--- src/rtl/secded_stream_decoder.sv ---
// SECDED stream decoder: Hamming syndrome plus overall parity, two-stage
// valid/ready pipeline with saturating error counters and a sticky error flag.
module secded_stream_decoder #(
    parameter int DATA_W = 4,
    parameter int CNT_W  = 8,
    localparam int P      = (DATA_W <= 4) ? 3 : (DATA_W <= 11) ? 4 : 5,
    localparam int CODE_W = DATA_W + P + 1
) (
    input  logic              clk,
    input  logic              rst_n,
    input  logic              in_valid,
    output logic              in_ready,
    input  logic [CODE_W-1:0] code_in,
    input  logic              correct_en,
    output logic              out_valid,
    input  logic              out_ready,
    output logic [DATA_W-1:0] data_out,
    output logic [P-1:0]      error_location,
    output logic [1:0]        error_flag,
    input  logic              cnt_clear,
    output logic [CNT_W-1:0]  single_cnt,
    output logic [CNT_W-1:0]  double_cnt,
    output logic              err_sticky
);

    localparam logic [P-1:0] MAX_POS = P'(CODE_W - 1);

    // Hamming position of data bit d: skip every power-of-two position.
    function automatic int data_pos(input int d);
        int pos;
        pos = d + 1;
        for (int j = 0; j < 6; j++)
            if ((1 << j) <= pos) pos = pos + 1;
        return pos;
    endfunction

    logic              s1_valid;
    logic [CODE_W-1:0] s1_code;
    logic [P-1:0]      s1_syn;
    logic              s1_ov;
    logic              s1_cen;

    logic [P-1:0]      syn_c;
    logic [1:0]        flag_c;
    logic [CODE_W-1:0] fixed_c;
    logic [DATA_W-1:0] data_c;
    logic              s1_load;
    logic              s2_load;
    logic              out_fire;

    assign s2_load  = s1_valid && (!out_valid || out_ready);
    assign s1_load  = !s1_valid || s2_load;
    assign in_ready = s1_load;
    assign out_fire = out_valid && out_ready;

    // Syndrome bit j folds every Hamming position whose index has bit j set.
    always_comb begin
        syn_c = '0;
        for (int j = 0; j < P; j++)
            for (int k = 0; k < CODE_W - 1; k++)
                if ((((k + 1) >> j) & 1) != 0)
                    syn_c[j] = syn_c[j] ^ code_in[k];
    end

    // Stage 1: capture the word with its syndrome, parity and correct mode.
    always_ff @(posedge clk or negedge rst_n) begin
        if (!rst_n) begin
            s1_valid <= 1'b0;
            s1_code  <= '0;
            s1_syn   <= '0;
            s1_ov    <= 1'b0;
            s1_cen   <= 1'b0;
        end else if (s1_load) begin
            s1_valid <= in_valid;
            if (in_valid) begin
                s1_code <= code_in;
                s1_syn  <= syn_c;
                s1_ov   <= ^code_in;
                s1_cen  <= correct_en;
            end
        end
    end

    // Classify: odd parity means one flip unless the syndrome points nowhere.
    always_comb begin
        flag_c = 2'b00;
        if (s1_ov)
            flag_c = (s1_syn > MAX_POS) ? 2'b11 : 2'b01;
        else if (s1_syn != '0)
            flag_c = 2'b10;
    end

    // Flip the bit named by the syndrome; syndrome 0 names the parity bit.
    always_comb begin
        fixed_c = s1_code;
        if (flag_c == 2'b01 && s1_cen) begin
            if (s1_syn == '0)
                fixed_c[CODE_W-1] = ~s1_code[CODE_W-1];
            for (int k = 0; k < CODE_W - 1; k++)
                if (s1_syn == P'(k + 1))
                    fixed_c[k] = ~s1_code[k];
        end
    end

    for (genvar d = 0; d < DATA_W; d++) begin : g_data
        localparam int DP = data_pos(d);
        assign data_c[d] = fixed_c[DP-1];
    end

    // Stage 2: output register, held while downstream stalls.
    always_ff @(posedge clk or negedge rst_n) begin
        if (!rst_n) begin
            out_valid      <= 1'b0;
            data_out       <= '0;
            error_location <= '0;
            error_flag     <= 2'b00;
        end else if (s2_load) begin
            out_valid      <= 1'b1;
            data_out       <= data_c;
            error_location <= s1_syn;
            error_flag     <= flag_c;
        end else if (out_ready) begin
            out_valid <= 1'b0;
        end
    end

    // Statistics on delivered results; clear beats any same-cycle update.
    always_ff @(posedge clk or negedge rst_n) begin
        if (!rst_n) begin
            single_cnt <= '0;
            double_cnt <= '0;
            err_sticky <= 1'b0;
        end else if (cnt_clear) begin
            single_cnt <= '0;
            double_cnt <= '0;
            err_sticky <= 1'b0;
        end else if (out_fire) begin
            if (error_flag == 2'b01 && single_cnt != '1)
                single_cnt <= single_cnt + CNT_W'(1);
            if (error_flag[1] && double_cnt != '1)
                double_cnt <= double_cnt + CNT_W'(1);
            if (error_flag != 2'b00)
                err_sticky <= 1'b1;
        end
    end

endmodule

--- config.mk ---
export PLATFORM = sky130hd
export DESIGN_NAME = secded_stream_decoder
export DESIGN_NICKNAME = d
export VERILOG_FILES = /design/src/rtl/secded_stream_decoder.sv
export SDC_FILE = /design/constraint.sdc
export NUM_CORES = 1
export LEC_CHECK = 0
export ABC_AREA = 1
export BUFFER_PORTS_ARGS = -buffer_cell sky130_fd_sc_hd__buf_2
export CAP_MARGIN = 40
export CELL_PAD_IN_SITES_DETAIL_PLACEMENT = 1
export CELL_PAD_IN_SITES_GLOBAL_PLACEMENT = 2
export CORE_AREA = 2 2 85 87
export DETAILED_ROUTE_END_ITERATION = 10
export DIE_AREA = 0 0 87 89
export GPL_TIMING_DRIVEN = 0
export HOLD_SLACK_MARGIN = 0.05
export PLACE_DENSITY = 0.92
export SETUP_SLACK_MARGIN = 0.15
export SYNTH_ARGS = -nofsm -noshare
export SYNTH_HDL_FRONTEND = slang
export SYNTH_SLANG_ARGS = --single-unit
--- constraint.sdc ---
create_clock -name clk -period 2.78 [get_ports clk]
set_input_delay 0.278 -clock clk [delete_from_list [all_inputs] [get_ports clk]]
set_output_delay 0.278 -clock clk [all_outputs]
set_load 0.01 [all_outputs]
==> results.py <==
metrics = {
    "global_routing": {
        "grt_pass1_wl_um": 9160,
        "groute.usage.overall_pct": 14.9,
        "grt_pass1_vias": 2035,
        "grt.overflow.total": 0,
        "antenna_found_initial": 0,
        "grt_max_degree": 38,
    },
    "synthesis": {
        "synth_warnings": 0,
        "avgSynthCellArea_um2": 7.15,
        "syn_area_mm2": 0.00211,
        "yosys_register_bits": 37,
        "synth.distinct_cells": 24,
        "syn_nets": 311,
        "syn_inst": 295,
        "synth_seq_area_share_pct": 43.9,
    },
    "place": {
        "place.gp.congestion": 0.733,
        "numPortBuffers": 40,
        "dpl.hpwl_um": 4020,
    },
    "clock_network": {
        "ctsHoldBuffers": 0,
        "cts_setup_buffers": 0,
        "cts-root-buf": "clkbuf_8",
        "cts.sinks": 37,
        "clockBufferDepth": 2,
        "clk_pin_slew_ns": 0.07,
        "clock_latency_ns": 0.29,
        "cts_buffers": 5,
        "cts_tree": "done",
        "htree_levels": 2,
        "post_cts_resized": 0,
    },
    "die": {
        "core_area_mm2": 0.00672,
        "io_pins": 42,
        "fp.dieW_um": 87,
        "fp-row-count": 30,
        "start_util_pct": 31.4,
        "fp.dieH_um": 89,
        "die-area_mm2": 0.00774,
    },
    "finish": {
        "syn_to_final_growth_pct": 19.0,
        "fillers": 860,
        "diodes": 0,
        "nets": 358,
        "layout-drive-gt1-share_pct": 19.2,
    },
    "power_and_ir_drop": {
        "pwr_density_cell_mw_per_mm2": 597,
        "peakVddDrop_mv": 0.158,
        "switching_share_pct": 34.1,
        "seq_power_share_pct": 46.1,
        "power_leakage_nw": 1.42,
        "power_mw": 1.50,
        "intPower_uw": 989,
        "p_comb_share_pct": 26.3,
        "pwr-share-clk_pct": 27.6,
        "p_sw_uw": 511,
    },
    "drt": {
        "via_per_inst": 4.68,
        "firstDrtPassIters": 4,
        "route.detailed.drc": 0,
        "wl_per_cell_um": 12.4,
        "vias": 1981,
        "dr.first_iter.drc_count": 29,
        "drt_wl_total_um": 5240,
        "postRouteAntennaNets": 0,
    },
    "setup_path": {
        "crit_fanout": 9,
        "ff2ff_setup_slack_ns": 1.17,
        "reg2regPathDepth": 7,
        "r2r-start": "single_cnt[0]",
        "cp.arrival_ns": 1.84,
        "crit_path_start_kind": "register",
        "cp.required_ns": 3.01,
        "r2r-end": "single_cnt[7]",
        "path_class": "register to register",
        "crit_path_end_kind": "register",
    },
    "timing": {
        "relSlewSlack_pct": 45.1,
        "fmax_mhz": 619,
        "period_minus_slack_ns": 1.61,
        "finalSetupViolCount": 0,
        "timing_hold_violations_final": 0,
        "rsz0062_at_grt": "no",
        "whs_ns": 0.0768,
        "drv_slew": 0,
        "tns_ns": 0,
        "fin_crit_sh_pct": 58.1,
        "max_slew.worst_pin.slew_ns": 0.823,
        "finClkSkew_ns": 0.00925,
    },
    "worst_hold_path": {
        "holdCritPathClass": "input pin to asynchronous set/reset pin",
    },
    "status": {
        "status": "finished clean",
    },
    "job": {
        "max_cap_violations": 0,
    },
}
-- worst max path at each step --
| stage | endpoint | slack [ns] | start | depth (start not counted) |
|---|---|---|---|---|
| floorplan | double_cnt[4] | 1.38 | double_cnt[0] | 7 |
| CTS | single_cnt[7] | 1.16 | single_cnt[0] | 7 |
| finish | single_cnt[7] | 1.17 | single_cnt[0] | 7 |
| global placement | single_cnt[3] | 1.21 | single_cnt[0] | 7 |
| global route | single_cnt[7] | 1.02 | single_cnt[0] | 7 |
| detailed placement | single_cnt[7] | 1.19 | single_cnt[0] | 7 |
-- metal layers --
| metal | up-vias | GRT usage, % | part of all wire [%] |
|---|---|---|---|
| li1 | 1019 | - | - |
| met1 | 922 | 17.7 | 46 |
| met2 | 34 | 27.3 | 49 |
| met3 | 6 | 3.32 | 3.9 |
| met4 | 0 | 3.55 | 0.88 |
| met5 | - | 0 | 0 |
-- power groups by stage --
stage | Sequential (mW) | Combinational, mW | Clock [mW]
final | 0.691 | 0.395 | 0.414
after CTS | 0.693 | 0.407 | 0.429
after global routing | 0.705 | 0.456 | 0.457
after global placement | 0.700 | 0.393 | 0
after detailed placement | 0.703 | 0.407 | 0
after floorplan | 0.720 | 0.218 | 0
-- placed cells by master, fill, tap and decap left out, types with 7 or more instances in the layout --
master | synthesis | routed
inv_2 | 7 | 7
buf_2 | 2 | 42
inv_1 | 29 | 29
nand3_1 | 21 | 21
clkbuf_8 | 0 | 7
nor2_1 | 19 | 19
o21ai_1 | 11 | 11
nand4_1 | 14 | 14
nand2_1 | 125 | 125
dfrtp_1 | 37 | 37
-- state kept, by name (all words and copies together), names as in the netlist --
signal,cells
double_cnt,8
single_cnt,8
data_out,4
s1_code,4
error_location,3
s1_syn,3
error_flag,2
err_sticky,1
out_valid,1
s1_cen,1
s1_ov,1
s1_valid,1
-- final cells by class --
class                           count  area [um^2]  area share [%]
Sequential cell                    37          926            36.9
Multi-Input combinational cell    218         1030            41.1
Clock inverter                      1         5.00           0.199
Clock buffer                        7         96.3            3.84
Tap cell                           80          100            3.99
Inverter                           36          135            5.38
Buffer                              4         17.5           0.698
Timing Repair Buffer               40          200            7.97
-- metrics by stage --
step | worst slack (ns) | instances | instance area (um^2) | util (%)
CTS | 1.16 | 423 | 2510 | 37.4
global placement | 1.21 | 415 | 2410 | 35.9
global route | 1.02 | 423 | 2510 | 37.4
detailed placement | 1.19 | 415 | 2410 | 35.9
floorplan | 1.38 | 295 | 2110 | -
finish | 1.17 | 423 | 2510 | 37.4
-- cell usage after synthesis --
master,number,area (um^2)
nand3_1,21,105
inv_1,29,109
xnor2_1,3,26.3
nor3_1,1,5.00
xor2_1,6,52.6
nor2_2,2,12.5
o21ai_1,11,55.1
nand3b_1,1,7.51
a21oi_4,2,32.5
clkbuf_1,2,7.51
nand4_1,14,87.6
buf_2,2,10.0
nor2_4,2,22.5
a31oi_1,1,6.26
nand2_1,125,469
inv_2,7,26.3
a21oi_1,2,10.0
ha_1,2,25.0
dfrtp_1,37,926
or2_2,2,12.5
nor2_1,19,71.3
nand2b_1,2,12.5
o21bai_1,1,7.51
nand3_2,1,10.0
-- critical path: stages (launching register included) --
cell,delay (ns)
dfrtp_1,0.42
ha_1,0.26
nand3_2,0.13
nor2_4,0.14
a21oi_4,0.11
nor2_2,0.31
nand2_1,0.10
nand2_1,0.08
-- cell families after synthesis --
| group | synth area share (%) |
|---|---|
| AOI/OAI and AO/OA | 5.28 |
| xor gates and xnor gates | 3.74 |
| adders and majority gates | 1.19 |
| buffers and inverters | 7.24 |
| DFF | 43.9 |
| and+or+nand+nor | 38.7 |
(Power assumes the default switching activity.)
